===== src/rtl/seg7_pkg.sv =====
// Shared segment encodings, the BCD-to-segment decoder and the conversion FSM state type
// for the countdown display driver.
package seg7_pkg;

    // Active-low segments, bit order {a,b,c,d,e,f,g} with a as the MSB
    localparam logic [6:0] SEG_BLANK = 7'b1111111;
    localparam logic [6:0] SEG_DIGIT [0:9] = '{
        7'b0000001, 7'b1001111, 7'b0010010, 7'b0000110, 7'b1001100,
        7'b0100100, 7'b0100000, 7'b0001111, 7'b0000000, 7'b0000100
    };

    typedef enum logic [1:0] {
        ST_IDLE,
        ST_SHIFT,
        ST_COMMIT
    } conv_state_e;

    function automatic logic [6:0] bcd_to_seg(input logic [3:0] bcd);
        logic [6:0] seg;
        case (bcd)
            4'd0:    seg = SEG_DIGIT[0];
            4'd1:    seg = SEG_DIGIT[1];
            4'd2:    seg = SEG_DIGIT[2];
            4'd3:    seg = SEG_DIGIT[3];
            4'd4:    seg = SEG_DIGIT[4];
            4'd5:    seg = SEG_DIGIT[5];
            4'd6:    seg = SEG_DIGIT[6];
            4'd7:    seg = SEG_DIGIT[7];
            4'd8:    seg = SEG_DIGIT[8];
            4'd9:    seg = SEG_DIGIT[9];
            default: seg = SEG_BLANK;
        endcase
        return seg;
    endfunction

endpackage


===== src/rtl/bin2bcd_seq.sv =====
// Sequential shift-add-3 binary-to-BCD converter: one bit per cycle, then a single-cycle
// done pulse while the packed BCD result is stable.
module bin2bcd_seq
    import seg7_pkg::*;
#(
    parameter int BIN_W  = 6,
    parameter int DIGITS = 2
) (
    input  logic                  clk,
    input  logic                  rst_n,
    input  logic [BIN_W-1:0]      bin_in,
    input  logic                  load,
    output logic                  busy,
    output logic                  done,
    output logic [4*DIGITS-1:0]   bcd
);

    localparam int CNT_W = $clog2(BIN_W + 1);

    conv_state_e          state;
    conv_state_e          state_nxt;
    logic [CNT_W-1:0]     cnt;
    logic [BIN_W-1:0]     sh;
    logic [4*DIGITS-1:0]  bcd_adj;

    always_ff @(posedge clk or negedge rst_n) begin
        if (!rst_n) begin
            state <= ST_IDLE;
            cnt   <= '0;
        end else begin
            state <= state_nxt;
            if (state == ST_SHIFT) cnt <= cnt + 1'b1;
            else                   cnt <= '0;
        end
    end

    always_comb begin
        state_nxt = state;
        case (state)
            ST_IDLE:   if (load) state_nxt = ST_SHIFT;
            ST_SHIFT:  if (cnt == CNT_W'(BIN_W - 1)) state_nxt = ST_COMMIT;
            ST_COMMIT: state_nxt = ST_IDLE;
            default:   state_nxt = ST_IDLE;
        endcase
    end

    // Nibbles that would reach 10 or more after the shift are corrected beforehand
    always_comb begin
        bcd_adj = bcd;
        for (int i = 0; i < DIGITS; i++) begin
            if (bcd[4*i +: 4] >= 4'd5) bcd_adj[4*i +: 4] = bcd[4*i +: 4] + 4'd3;
        end
    end

    always_ff @(posedge clk) begin
        if (state == ST_IDLE && load) begin
            sh  <= bin_in;
            bcd <= '0;
        end else if (state == ST_SHIFT) begin
            sh  <= sh << 1;
            bcd <= {bcd_adj[4*DIGITS-2:0], sh[BIN_W-1]};
        end
    end

    assign busy = (state != ST_IDLE);
    assign done = (state == ST_COMMIT);

endmodule


===== src/rtl/seg7_scan_driver.sv =====
// Binary-to-7-segment driver with parallel and anode-scanned outputs plus overflow flag.
// Optional build macro LEADING_ZERO_BLANK_EN blanks zero digits above the most significant non-zero one.
module seg7_scan_driver
    import seg7_pkg::*;
#(
    parameter int BIN_W    = 6,
    parameter int DIGITS   = 2,
    parameter int SCAN_DIV = 1000
) (
    input  logic                  clk,
    input  logic                  rst_n,
    input  logic [BIN_W-1:0]      bin_in,
    input  logic                  load,
    output logic                  busy,
    output logic                  ovf,
    output logic [7*DIGITS-1:0]   seg_all,
    output logic [6:0]            seg_n,
    output logic [DIGITS-1:0]     an_n
);

    localparam int              IDX_W     = (DIGITS > 1) ? $clog2(DIGITS) : 1;
    localparam int              SCNT_W    = $clog2(SCAN_DIV);
    localparam logic [BIN_W:0]  OVF_LIMIT = (BIN_W + 1)'(10 ** DIGITS);

    logic                  done;
    logic [4*DIGITS-1:0]   bcd;
    logic [BIN_W-1:0]      bin_cap;
    logic                  cap_ovf;
    logic [7*DIGITS-1:0]   seg_commit;
    logic [3:0]            digit;
    logic                  seen;
    logic [SCNT_W-1:0]     scnt;
    logic [IDX_W-1:0]      idx;

    bin2bcd_seq #(
        .BIN_W  (BIN_W),
        .DIGITS (DIGITS)
    ) u_conv (
        .clk    (clk),
        .rst_n  (rst_n),
        .bin_in (bin_in),
        .load   (load),
        .busy   (busy),
        .done   (done),
        .bcd    (bcd)
    );

    // Range check uses the unshifted captured value, not the converter's truncated BCD
    always_ff @(posedge clk) begin
        if (load && !busy) bin_cap <= bin_in;
    end

    assign cap_ovf = ({1'b0, bin_cap} >= OVF_LIMIT);

    always_comb begin
        seg_commit = {DIGITS{SEG_BLANK}};
        seen       = 1'b0;
        digit      = '0;
        if (!cap_ovf) begin
            for (int i = DIGITS - 1; i >= 0; i--) begin
                digit = bcd[4*i +: 4];
`ifdef LEADING_ZERO_BLANK_EN
                if (digit != 4'd0 || i == 0) seen = 1'b1;
`else
                seen = 1'b1;
`endif
                seg_commit[7*i +: 7] = seen ? bcd_to_seg(digit) : SEG_BLANK;
            end
        end
    end

    always_ff @(posedge clk or negedge rst_n) begin
        if (!rst_n) begin
            seg_all <= {DIGITS{SEG_BLANK}};
            ovf     <= 1'b0;
        end else if (done) begin
            seg_all <= seg_commit;
            ovf     <= cap_ovf;
        end
    end

    // Free-running scan, independent of the conversion FSM
    always_ff @(posedge clk or negedge rst_n) begin
        if (!rst_n) begin
            scnt  <= '0;
            idx   <= '0;
            seg_n <= SEG_BLANK;
            an_n  <= ~DIGITS'(1);
        end else begin
            if (scnt == SCNT_W'(SCAN_DIV - 1)) begin
                scnt <= '0;
                idx  <= (idx == IDX_W'(DIGITS - 1)) ? '0 : idx + 1'b1;
            end else begin
                scnt <= scnt + 1'b1;
            end
            seg_n <= seg_all[7*idx +: 7];
            an_n  <= ~(DIGITS'(1) << idx);
        end
    end

endmodule


===== config.mk =====
export PLATFORM = sky130hd
export DESIGN_NAME = seg7_scan_driver
export DESIGN_NICKNAME = d
export VERILOG_FILES = /design/src/rtl/seg7_pkg.sv /design/src/rtl/bin2bcd_seq.sv /design/src/rtl/seg7_scan_driver.sv
export SDC_FILE = /design/constraint.sdc
export NUM_CORES = 1
export LEC_CHECK = 0
export BUFFER_PORTS_ARGS = -buffer_cell sky130_fd_sc_hd__buf_2
export CAP_MARGIN = 20
export CORE_MARGIN = 5
export CORE_UTILIZATION = 39
export DETAILED_ROUTE_END_ITERATION = 16
export PLACE_DENSITY = 0.55
export SKIP_LAST_GASP = 1
export SLEW_MARGIN = 20
export SYNTH_ARGS = -nofsm -noshare
export SYNTH_HDL_FRONTEND = slang
export SYNTH_SLANG_ARGS = --single-unit

===== constraint.sdc =====
create_clock -name clk -period 3.88 [get_ports clk]
set_input_delay 0.194 -clock clk [delete_from_list [all_inputs] [get_ports clk]]
set_output_delay 0.194 -clock clk [all_outputs]
set_load 0.05 [all_outputs]

Word-level counts from Yosys, hierarchy flattened
Memories as Yosys holds them, arrays and structs flattened. A register that Yosys moved wholly into a read port is not among the register bits.
Index checks and enable logic that the tools add are counted.

cells by class
  $add $sub $neg = 5
  multiply operators = 1
  magnitude comparators = 3
  equality and inequality tests = 6
  shift operators = 2
  mux-type cells = 10
  bitwise operators = 1
  reductions and logical operators = 9

operators with widths
  operator               count
  $shiftx 14x5->7        1
  $mux 6                 2
  $add 10x1->10 const B  1
  $eq 10x10->1 const B   1
  $mux 10                1
  $ge 4x3->1 const B     2
  $ge 6x7->1 const B     1
  $mux 3                 2
  $add 4x2->4 const B    1
  $mul 3x1->4 const A    1
  $mux 2                 2
  $mux 4                 1
  $pmux 2 s2             1
  $reduce_bool 2->1      2
  $add 3x1->3 const B    1
  $add 3x2->3 const B    1
  $eq 3x3->1 const B     1
  $logic_not 1->1        3
  $eq 2x1->1 const B     1
  $eq 2x2->1 const B     1
  $logic_and 1x1->1      2
  $logic_not 2->1        1
  $ne 2x1->1 const B     1
  $ne 2x2->1 const B     1
  5 further kinds        5

word-level totals
  bits in registers = 46
  bits in read-only memories = 224
  logic and storage cells = 49
  memories = 2

memory list
  name             words  width  read ports  clocked after memory_dff  write ports  RTL line        text
  (no name shown)  16     7      1           1                         0            seg7_pkg.sv:20  case (bcd)
  (no name shown)  16     7      1           1                         0            seg7_pkg.sv:20

Depth between registers and ports, before layout
Gate-level depths: netlist of the first run.

  depth after elaboration = 3
  mapped depth = 6
  mapped depth without buffers = 6

By module
A second synthesis of the first run with hierarchy kept.

second synthesis, totals
  cells, all modules = 258
  area total of the unflattened synthesis = 2725.1 um^2

by module, submodules not included
  module            instances  cells each  area an instance (um^2)
  seg7_scan_driver  1          176         1800.5
  bin2bcd_seq       1          82          924.6

Worst setup path before layout of the first run
Ideal clock, no wire load.

  path type = reg2reg
  start point = register u_conv.state[0]
  end point = register u_conv.sh[0] (enable)
  setup time = 0.377 ns
  arrival time = 1.379 ns
  slack = 2.124 ns
  stages on the path, launching flop included = 3
  buffers on the path = 0
  period minus slack after synthesis = 1.756 ns
  cell sequence = dfrtp_1 or2_2 o21ai_0

between the ends
  word-level cells in the longest chain between the ends = 3

RTL lines
  item                           RTL line           text
  start: declaration             bin2bcd_seq.sv:20  conv_state_e state;
  start signal: assignment       bin2bcd_seq.sv:31  state <= state_nxt;
  $logic_not 2->1                bin2bcd_seq.sv:56  if (state == ST_IDLE && load) begin
  $logic_and 1x1->1              bin2bcd_seq.sv:56
  $reduce_bool 2->1 (no line) *  -
  end signal: assignment         bin2bcd_seq.sv:57  sh <= bin_in;
  end signal: assignment         bin2bcd_seq.sv:60  sh <= sh << 1;
  end: declaration               bin2bcd_seq.sv:23  logic [BIN_W-1:0] sh;

Mark *: on every way between the ends. The rest lies on a longest branch, timed or not.
A chain may end at the register's enable or synchronous reset.

Worst setup path after layout of the first run
  start point = register u_conv.bcd[1]
  end point = register u_conv.bcd[2]

between the ends
  word-level cells in the longest chain between the ends = 2

RTL lines
  item                                       RTL line           text
  start: declaration                         bin2bcd_seq.sv:15  output logic [4*DIGITS-1:0] bcd
  start signal: assignment                   bin2bcd_seq.sv:61  bcd <= {bcd_adj[4*DIGITS-2:0], sh[BIN_W-1]};
  $add 4x2->4 or $ge 4x3->1 (tied branches)  bin2bcd_seq.sv:51  if (bcd[4*i +: 4] >= 4'd5) bcd_adj[4*i +: 4] = bcd[4*i +: 4] + 4'd3;
  $mux 4 *                                   bin2bcd_seq.sv:51

Marked as above.

==> impl_metrics.tcl, run 1 <==
set metrics [dict create \
    yosysTopAreaCellShare 0.224 \
    syn-num-nets 266 \
    rsz0062_at_grt "false" \
    drc 0 \
    crit-reg2reg-launch "u_conv.bcd[1]$_SDFFE_PP0P_" \
    ant_nets 0 \
    regArea_um2 1340 \
    cp.arrival_ps 2040 \
    tns_ps 0 \
    slowest_stage "dfxtp_1" \
    clk_latency_ps 310 \
    violations "hold timing" \
    r2r_slack_ps 2070 \
    wl_um 4670 \
    worstSetupEndpointType "flip-flop" \
    die_h_um 91.3 \
    leakagePower_nw 1.28 \
    num_rows 29 \
    antenna_found_initial 0 \
    num_vias 1720 \
    crit_start "u_conv.bcd[1]$_SDFFE_PP0P_" \
    critPathRequiredTime_ps 4110 \
    final_area_um2 2890 \
    slew_viol_final 0 \
    cts-root-buf "clkbuf_8" \
    die-area_um2 8330 \
    cts_tree "built" \
    place_area_um2 2780 \
    initial_core_util 0.403 \
    multiInputGateArea_um2 1130 \
    drv_cap 0 \
    critical_path_class "flip-flop to flip-flop" \
    layout_setup_ws_ps 2070 \
    gp_congestion 0.799 \
    cp_max_fo 7 \
    timing.fmax_ghz 0.554 \
    grt_max_degree 40 \
    ys_warn_count 0 \
    skew_ps 11.5 \
    grt_pass1_wl_um 8470 \
    fin_hold_ws_ps -7.80 \
    syn_inst 242 \
    critPathTopFamily "flip-flops" \
    pin_count 34 \
    vias_per_cell 4.94 \
    yosys-top-cells-area "dfstp_2, dfrtp_1, ha_1" \
    min_period_ps 1810 \
    timing.final.crit_share 0.465 \
    worst_slew_pin_slew_ps 853 \
    hpwl_um 3400 \
    hold_path.class "input pin to asynchronous set/reset pin" \
    hold_violations 11 \
    ys_seq_elements 53 \
    num_antenna_cells 0 \
    ys_async_sr_fraction 0.736 \
    reg2reg_depth 6 \
    synth_area_leader_cell "dfstp_2" \
    cts_repair_resize_count 0 \
    ys.flop_type "dfstp_2" \
    clkSinkCount 53 \
    cts_htree_levels 2 \
    r2r-end "u_conv.bcd[2]$_SDFFE_PP0P_" \
    post-place-ws_ps 2080 \
    syn_avg_cell_area_um2 10.6 \
    initialDrtViolationCount 48 \
    die_w_um 91.3 \
    io_buffers 32 \
    slew_headroom 0.431 \
    powerDensity_nw_per_um2 880 \
    nFillCells 615 \
    crit_path_max_incr_delay_ps 450 \
    core_um2 6390 \
    post-cts-setup-buffer-count 0 \
    wl_per_cell_um 13.4 \
    clkSlewWorstSetupHoldPaths_ps 100 \
    netlist_area_um2 2570 \
    status "finished with violations" \
    path_buf_inv 1 \
    synth_edf_count 6 \
    vdd_ir_drop_max_mv 0.484 \
    cts_made_buffers 5 \
    drive_gt1_frac 0.303 \
    grt_pass1_vias 1717 \
    gr-total-overflow 0 \
    synth_cell_types 38 \
    area_growth_syn_to_layout_pct 12.3 \
    drtPass1Iterations 4 \
    start_kind "flip-flop" \
    cts_hold_buf 0 \
    crit_chain "inv_1, ha_1, nand2b_1, a21oi_1, mux2_2, o22ai_1" \
    final_nets 294 \
    ys_seq_area_frac 0.522 \
    setup_viol 0 \
    track_usage 0.124 \
    cts_buffer_depth 2 \
]
==> sequential cells by signal (all words and copies together), names as in the netlist, 2 cells and up <==
| register | count |
|---|---|
| u_conv.cnt | 3 |
| u_conv.bcd | 8 |
| seg_all | 14 |
| u_conv.state | 2 |
| an_n | 2 |
| u_conv.sh | 6 |
| seg_n | 7 |
| scnt | 10 |
==> cell type report <==
cell class | count | share of cell area
sequential | 53 | 0.465
multi-input combinational | 166 | 0.392
timing repair buffer | 32 | 0.0554
tap | 77 | 0.0333
clock buffer | 5 | 0.0238
clock inverter | 3 | 0.0156
inverter | 12 | 0.0156
==> stage by stage <==
stage | std cells | util | power, mW
after floorplan | 242 | - | 1.95
after global placement | 340 | 0.435 | 2.19
after detailed placement | 340 | 0.435 | 2.19
after CTS | 348 | 0.453 | 2.58
after global routing | 348 | 0.453 | 2.76
final | 348 | 0.453 | 2.55
==> how the worst max path moves through the flow <==
stage	endpoint	cells after the start
finish	u_conv.bcd[2]$_SDFFE_PP0P_	6
global route	u_conv.bcd[2]$_SDFFE_PP0P_	6
CTS	u_conv.sh[5]$_DFFE_PP_	2
detailed placement	u_conv.sh[2]$_DFFE_PP_	2
global placement	u_conv.sh[3]$_DFFE_PP_	2
floorplan	u_conv.sh[0]$_SDFFCE_PN0P_	2
==> synthesized netlist by cell type (all sizes together) (4+ instances only) <==
cell type and instances:
dfstp 22, ha 15, o31ai 5, dfxtp 8, dfrtp 17, nor2 19
o22ai 7, a21oi 14, nand3 5, edfxtp 6, xor2 4, mux2 16
buf 8, o21ai 15, nor3 5, o22a 4, nand2b 9, nand2 24
xnor2 6, inv 12
==> report_power, final <==
| group | switching (mW) | internal (mW) | leakage (nW) |
|---|---|---|---|
| logic | 0.750 | 0.408 | 0.645 |
| clock network | 0.185 | 0.194 | 0.0587 |
| registers | 0.178 | 0.832 | 0.575 |
==> metal layers <==
layer,vias up,part of all wire,GRT usage
met3,8,0.046,0.0347
met2,34,0.41,0.177
li1,880,-,-
met4,0,0.018,0.0403
met5,-,0,0
met1,798,0.53,0.180
==> cell families after synthesis <==
| family | share of synthesized area |
|---|---|
| compound gates | 0.107 |
| xor+xnor | 0.0340 |
| fa+ha+maj | 0.0729 |
| buf+inv | 0.0384 |
| flops | 0.522 |
| mux | 0.0739 |
| other cells | 0.00146 |
| simple gates | 0.150 |
==> worst register-to-register path, stage by stage (launching register included) <==
cell      delay [ps]
dfxtp_1          450
inv_1            150
ha_1             220
nand2b_1         170
a21oi_1          250
mux2_2           360
o22ai_1          130
==> cells in the final DEF (no fill, tap or decap), types with 2 or more instances in the layout <==
| cell | count |
|---|---|
| mux2_2 | 16 |
| edfxtp_1 | 6 |
| clkbuf_8 | 5 |
| nand2_1 | 24 |
| nor2_1 | 18 |
| o22ai_1 | 7 |
| dfstp_2 | 22 |
| xor2_1 | 4 |
| nand3_1 | 5 |
| ha_1 | 15 |
| and2_1 | 2 |
| nor3_1 | 4 |
| xnor2_1 | 6 |
| dfrtp_1 | 17 |
| and3_1 | 2 |
| o22a_1 | 4 |
| a21oi_1 | 14 |
| o31ai_1 | 5 |
| nand2b_1 | 9 |
| dfxtp_1 | 8 |
| buf_2 | 32 |
| nor2b_1 | 3 |
| o21ai_0 | 15 |
| inv_1 | 12 |
No activity file was read; power rests on OpenSTA's default activity.
==> run 2, diff against run 1 <==
==> constraint.sdc (replaced) <==
create_clock -name clk -period 1.7 [get_ports clk]
set_input_delay 0.085 -clock clk [delete_from_list [all_inputs] [get_ports clk]]
set_output_delay 0.085 -clock clk [all_outputs]
set_load 0.05 [all_outputs]
==> impl_metrics.tcl, run 2 (synthesis results as in run 1) <==
set metrics [dict create \
    wl_um 4730 \
    initialDrtViolationCount 51 \
    cts_buffer_depth 2 \
    num_antenna_cells 0 \
    area_growth_syn_to_layout_pct 15.1 \
    cts_htree_levels 2 \
    largestRegisters "seg_all x14, scnt x10, u_conv.bcd x8" \
    core_um2 6390 \
    clkSinkCount 53 \
    cts_tree "built" \
    timing.final.crit_share 0.928 \
    slew_headroom 0.544 \
    nFillCells 624 \
    crit-reg2reg-launch "u_conv.bcd[4]$_SDFFE_PP0P_" \
    drtPass1Iterations 4 \
    clk_latency_ps 300 \
    vias_per_cell 4.82 \
    gr-total-overflow 0 \
    start_kind "flip-flop" \
    worst_slew_pin_slew_ps 684 \
    setup_viol 0 \
    min_period_ps 1580 \
    grt_max_degree 40 \
    ant_nets 0 \
    io_buffers 32 \
    post-cts-setup-buffer-count 0 \
    crit_path_max_incr_delay_ps 360 \
    antenna_found_initial 0 \
    hold_violations 0 \
    r2r_slack_ps 120 \
    timing.fmax_ghz 0.634 \
    wl_per_cell_um 13.2 \
    drive_gt1_frac 0.321 \
    track_usage 0.121 \
    hpwl_um 3440 \
    powerDensity_nw_per_um2 2000 \
    layout_commonest_cell "buf_2" \
    die-area_um2 8330 \
    initial_core_util 0.403 \
    tns_ps 0 \
    status "finished clean" \
    skew_ps 12.8 \
    clkSlewWorstSetupHoldPaths_ps 90 \
    cp_max_fo 5 \
    critical_path_class "flip-flop to flip-flop" \
    hold_start "bin_in[0]" \
    grt_pass1_wl_um 8340 \
    drv_cap 0 \
    largest_reg_flops 14 \
    cts-root-buf "clkbuf_8" \
    slowest_stage "dfxtp_1" \
    cp.arrival_ps 1810 \
    die_h_um 91.3 \
    whs_endpoint "u_conv.sh[0]$_SDFFCE_PN0P_" \
    worstSetupEndpointType "flip-flop" \
    layout_common_cells "buf_2, nand2_1, dfstp_2, nor2_1, dfrtp_1" \
    leakagePower_nw 1.32 \
    regMostFlops "seg_all" \
    num_rows 29 \
    gp_congestion 0.766 \
    slew_viol_final 0 \
    cts_made_buffers 5 \
    die_w_um 91.3 \
    pin_count 34 \
    drc 0 \
    critPathRequiredTime_ps 1930 \
    hold_depth 2 \
    final_nets 303 \
    num_vias 1721 \
    hold_path.class "input pin to flip-flop" \
    r2r-end "u_conv.bcd[6]$_SDFFE_PP0P_" \
    fin_util 0.464 \
    vdd_ir_drop_max_mv 1.08 \
    grt_pass1_vias 1721 \
    crit_chain "inv_1, ha_1, nand2b_1, a21oi_1, mux2_2, o22ai_1" \
    reg2reg_depth 6 \
]
==> run 2: cell types whose count changed in the layout (fill, tap and decap cells not counted) <==
cell / change
a21oi_1: -1
clkbuf_1: +1
o21ai_0: -1
o21ai_1: +1
buf_4: +8
dlygate4sd3_1: +1
a21oi_2: +1
inv_4: -1
==> run 2: through the flow <==
| stage | worst slack [ps] | hold WS, ps | cell area (um^2) | power [mW] | instances |
|---|---|---|---|---|---|
| CTS | 82.0 | 51.4 | 2960 | 5.99 | 357 |
| floorplan | 68.6 | -211 | 2570 | 4.44 | 242 |
| global route | -19.9 | 62.9 | 2960 | 6.40 | 357 |
| global placement | 150 | 178 | 2840 | 5.11 | 348 |
| finish | 123 | 58.7 | 2960 | 5.92 | 357 |
| detailed placement | 108 | 173 | 2840 | 5.12 | 348 |
==> run 2: worst max path at each step <==
stage	slack (ps)	to	cells past startpoint	from
floorplan	70	u_conv.bcd[2]$_SDFFE_PP0P_	6	u_conv.bcd[1]$_SDFFE_PP0P_
global placement	150	u_conv.sh[2]$_DFFE_PP_	3	u_conv.state[0]$_DFFE_PN0P_
detailed placement	110	u_conv.bcd[2]$_SDFFE_PP0P_	6	u_conv.bcd[1]$_SDFFE_PP0P_
CTS	80	u_conv.bcd[2]$_SDFFE_PP0P_	6	u_conv.bcd[1]$_SDFFE_PP0P_
global route	-20	u_conv.bcd[2]$_SDFFE_PP0P_	6	u_conv.bcd[1]$_SDFFE_PP0P_
finish	120	u_conv.bcd[6]$_SDFFE_PP0P_	6	u_conv.bcd[4]$_SDFFE_PP0P_
==> run 2: layer usage <==
layer  wire length [um]  share of wire  global-route usage  vias to the layer above
li1                   -              -                   -                      898
met5                  0              0                   0                        -
met1               2350           0.50               0.171                      779
met3                285          0.060              0.0388                        8
met2               2010           0.42               0.175                       36
met4                 81          0.017              0.0403                        0
==> run 2: timing repair <==
item,CTS,global route
hold buffers,1,0
setup endpoints to repair,0,1
endpoints found under the hold margin,17,0
gates resized for setup,0,1
==> run 2: worst max-delay path: cells and delay by family, from the launching register on <==
kind	cells	cell delay, ps
flip-flops	1	360
multiplexers	1	360
AO/OA/AOI/OAI	2	350
adder cells (fa/ha/maj)	1	210
buffers and inverters	1	150
AND/OR/NAND/NOR	1	80
==> run 2: final cells by class <==
type / instances / area [um^2] / share of cell area
repair buffers: 41 / 230 / 0.0777
flip-flops and latches: 53 / 1340 / 0.454
multi-input cells: 166 / 1140 / 0.383
clock inverters: 2 / 38.8 / 0.0131
clock buffers: 6 / 72.6 / 0.0245
inverters: 12 / 45.0 / 0.0152
well taps: 77 / 96.3 / 0.0325
==> run 2: report_power, final <==
part / switching [mW] / internal (mW) / total (mW)
Combinational: 1.78 / 1.03 / 2.81
Sequential: 0.367 / 1.90 / 2.26
Clock: 0.403 / 0.442 / 0.846
==> run 3, diff against run 2 <==
--- a/config.mk
+++ b/config.mk
@@ -7,12 +7,13 @@
 export LEC_CHECK = 0
 export BUFFER_PORTS_ARGS = -buffer_cell sky130_fd_sc_hd__buf_2
 export CAP_MARGIN = 20
-export CORE_MARGIN = 5
+export CORE_MARGIN = 3
 export CORE_UTILIZATION = 39
 export DETAILED_ROUTE_END_ITERATION = 16
-export PLACE_DENSITY = 0.55
+export PLACE_DENSITY = 0.54
 export SKIP_LAST_GASP = 1
 export SLEW_MARGIN = 20
 export SYNTH_ARGS = -nofsm -noshare
 export SYNTH_HDL_FRONTEND = slang
+export SYNTH_HIERARCHICAL = 1
 export SYNTH_SLANG_ARGS = --single-unit
==> constraint.sdc (replaced) <==
create_clock -name clk -period 1.7 [get_ports clk]
set_input_delay 0.17 -clock clk [delete_from_list [all_inputs] [get_ports clk]]
set_output_delay 0.17 -clock clk [all_outputs]
set_load 0.05 [all_outputs]
==> impl_metrics.tcl, run 3 <==
set metrics [dict create \
    synth_area_leader_cell "dfstp_2" \
    status "finished clean" \
    num_rows 29 \
    slew_viol_final 0 \
    num_vias 1846 \
    largestRegisters "seg_all x14, scnt x10, u_conv/bcd x8" \
    ys_warn_count 6 \
    worstSetupEndpointType "flip-flop" \
    syn_avg_cell_area_um2 10.6 \
    start_kind "flip-flop" \
    grt_max_degree 40 \
    syn-num-nets 284 \
    nFillCells 609 \
    drive_gt1_frac 0.298 \
    track_usage 0.134 \
    die_h_um 89.6 \
    regMostFlops "seg_all" \
    tns_ps 0 \
    io_buffers 32 \
    wl_um 4960 \
    layout_common_cells "buf_2, inv_1, dfstp_2, o21ai_0" \
    ys.flop_type "dfstp_2" \
    pin_count 34 \
    wl_per_cell_um 12.8 \
    vdd_ir_drop_max_mv 0.856 \
    grt_pass1_wl_um 8250 \
    cts_buffer_depth 2 \
    cts-root-buf "clkbuf_8" \
    fin_hold_ws_ps 143 \
    area_growth_syn_to_layout_pct 14.2 \
    yosys-top-cells-area "dfstp_2, dfrtp_1, ha_1" \
    ant_nets 0 \
    critical_path_class "flip-flop to flip-flop" \
    clkSlewWorstSetupHoldPaths_ps 90 \
    synthTopCellsByCount "inv_1, dfstp_2, o21ai_0" \
    setup_viol 0 \
    layout_commonest_cell "buf_2" \
    cp_max_fo 6 \
    antenna_found_initial 0 \
    clkSinkCount 53 \
    gr-total-overflow 0 \
    syn_inst 258 \
    hold_path.class "input pin to flip-flop" \
    die_w_um 89.6 \
    cts_tree "built" \
    synth_cell_types 49 \
    final_nets 320 \
    cts_htree_levels 2 \
    drc 0 \
    ys_async_sr_fraction 0.736 \
    die-area_um2 8030 \
    yosysTopAreaCellShare 0.212 \
    hold_violations 0 \
    ys_seq_area_frac 0.493 \
    core_um2 6570 \
    largest_reg_flops 14 \
    powerDensity_nw_per_um2 1790 \
    worst_slew_pin_slew_ps 514 \
    drtPass1Iterations 4 \
    yosys.cell_count.top_type "inv_1" \
    cts_made_buffers 5 \
    cp.arrival_ps 1810 \
    drv_cap 0 \
    initial_core_util 0.415 \
    gp_congestion 0.788 \
    rsz0062_at_grt "false" \
    ys_seq_elements 53 \
    grt_pass1_vias 1695 \
    initialDrtViolationCount 102 \
    slew_headroom 0.653 \
    min_period_ps 1590 \
    vias_per_cell 4.76 \
    timing.final.crit_share 0.935 \
    critPathRequiredTime_ps 1920 \
    clk_latency_ps 300 \
    synth_edf_count 6 \
    hpwl_um 3530 \
    skew_ps 4.90 \
    timing.fmax_ghz 0.629 \
    leakagePower_nw 1.39 \
    num_antenna_cells 0 \
    netlist_area_um2 2730 \
]
## run 3: critical path: stages (launching register included)
cell	delay, ps
dfxtp_1	370
inv_1	140
ha_1	210
nand2b_1	70
a21oi_1	230
mux2_1	350
o22ai_1	160
## run 3: worst paths after layout
check	startpoint	end	slack, ps	depth (start not counted)
worst max-delay path	u_conv/bcd[4]$_SDFFE_PP0P_	u_conv/bcd[6]$_SDFFE_PP0P_	110	6
worst min-delay path	bin_in[0]	u_conv/sh[0]$_SDFFCE_PN0P_	140	2
worst max register to register	u_conv/bcd[4]$_SDFFE_PP0P_	u_conv/bcd[6]$_SDFFE_PP0P_	110	6
worst min register to register	u_conv/cnt[0]$_DFF_PN0_	u_conv/cnt[0]$_DFF_PN0_	480	1
max in group asynchronous	rst_n	seg_all[1]$_DFFE_PN1P_	1090	3
min in group asynchronous	rst_n	idx$_DFFE_PN0N_	360	3
## run 3: timing repair
| action | 4_1_cts | 5_1_grt |
|---|---|---|
| hold endpoints to repair | 17 | 0 |
| setup endpoints to repair | 0 | 1 |
| resized for setup | 0 | 0 |
| setup buffers | 0 | 1 |
| hold buffers | 1 | 0 |
## run 3: power by group
part | leakage (nW) | switching, mW | internal [mW]
Clock | 0.0534 | 0.402 | 0.379
Sequential | 0.576 | 0.334 | 1.85
Combinational | 0.757 | 1.66 | 0.929
Total | 1.39 | 2.40 | 3.16
## run 3: per-stage QoR
stage               instance area, um^2  setup slack, ps   util  std cells  total power [mW]
floorplan                          2730              128      -        258              4.23
CTS                                3110              111  0.473        387              5.59
finish                             3110              111  0.474        388              5.56
global placement                   2990              207  0.456        378              4.77
detailed placement                 2990              137  0.456        378              4.79
global route                       3110             19.9  0.474        388              5.99
## run 3: kinds of logic after synthesis
logic type / after synthesis / share of synthesized area
and+or+nand+nor: 78 / 0.167
xor gates and xnor gates: 9 / 0.0289
AOI/OAI and AO/OA: 54 / 0.127
buffers and inverters: 35 / 0.0560
DFF: 53 / 0.493
adders and majority gates: 17 / 0.0781
other: 1 / 0.00138
muxes: 11 / 0.0482
## run 3: layer usage
metal	vias to the layer above	GRT usage	wire, um
met3	5	0.0319	202
met2	32	0.188	2100
met4	0	0.0487	65
met1	855	0.199	2590
li1	954	-	-
met5	-	0	0
## run 3: area by class of cell
cell class,instances,area (um^2),area share
clock inverter,1,5.00,0.00161
timing repair buffer,39,228,0.0732
inverter,25,93.8,0.0301
clock buffer,7,97.6,0.0314
multi-input combinational,170,1230,0.395
sequential,53,1340,0.432
tap,93,116,0.0374
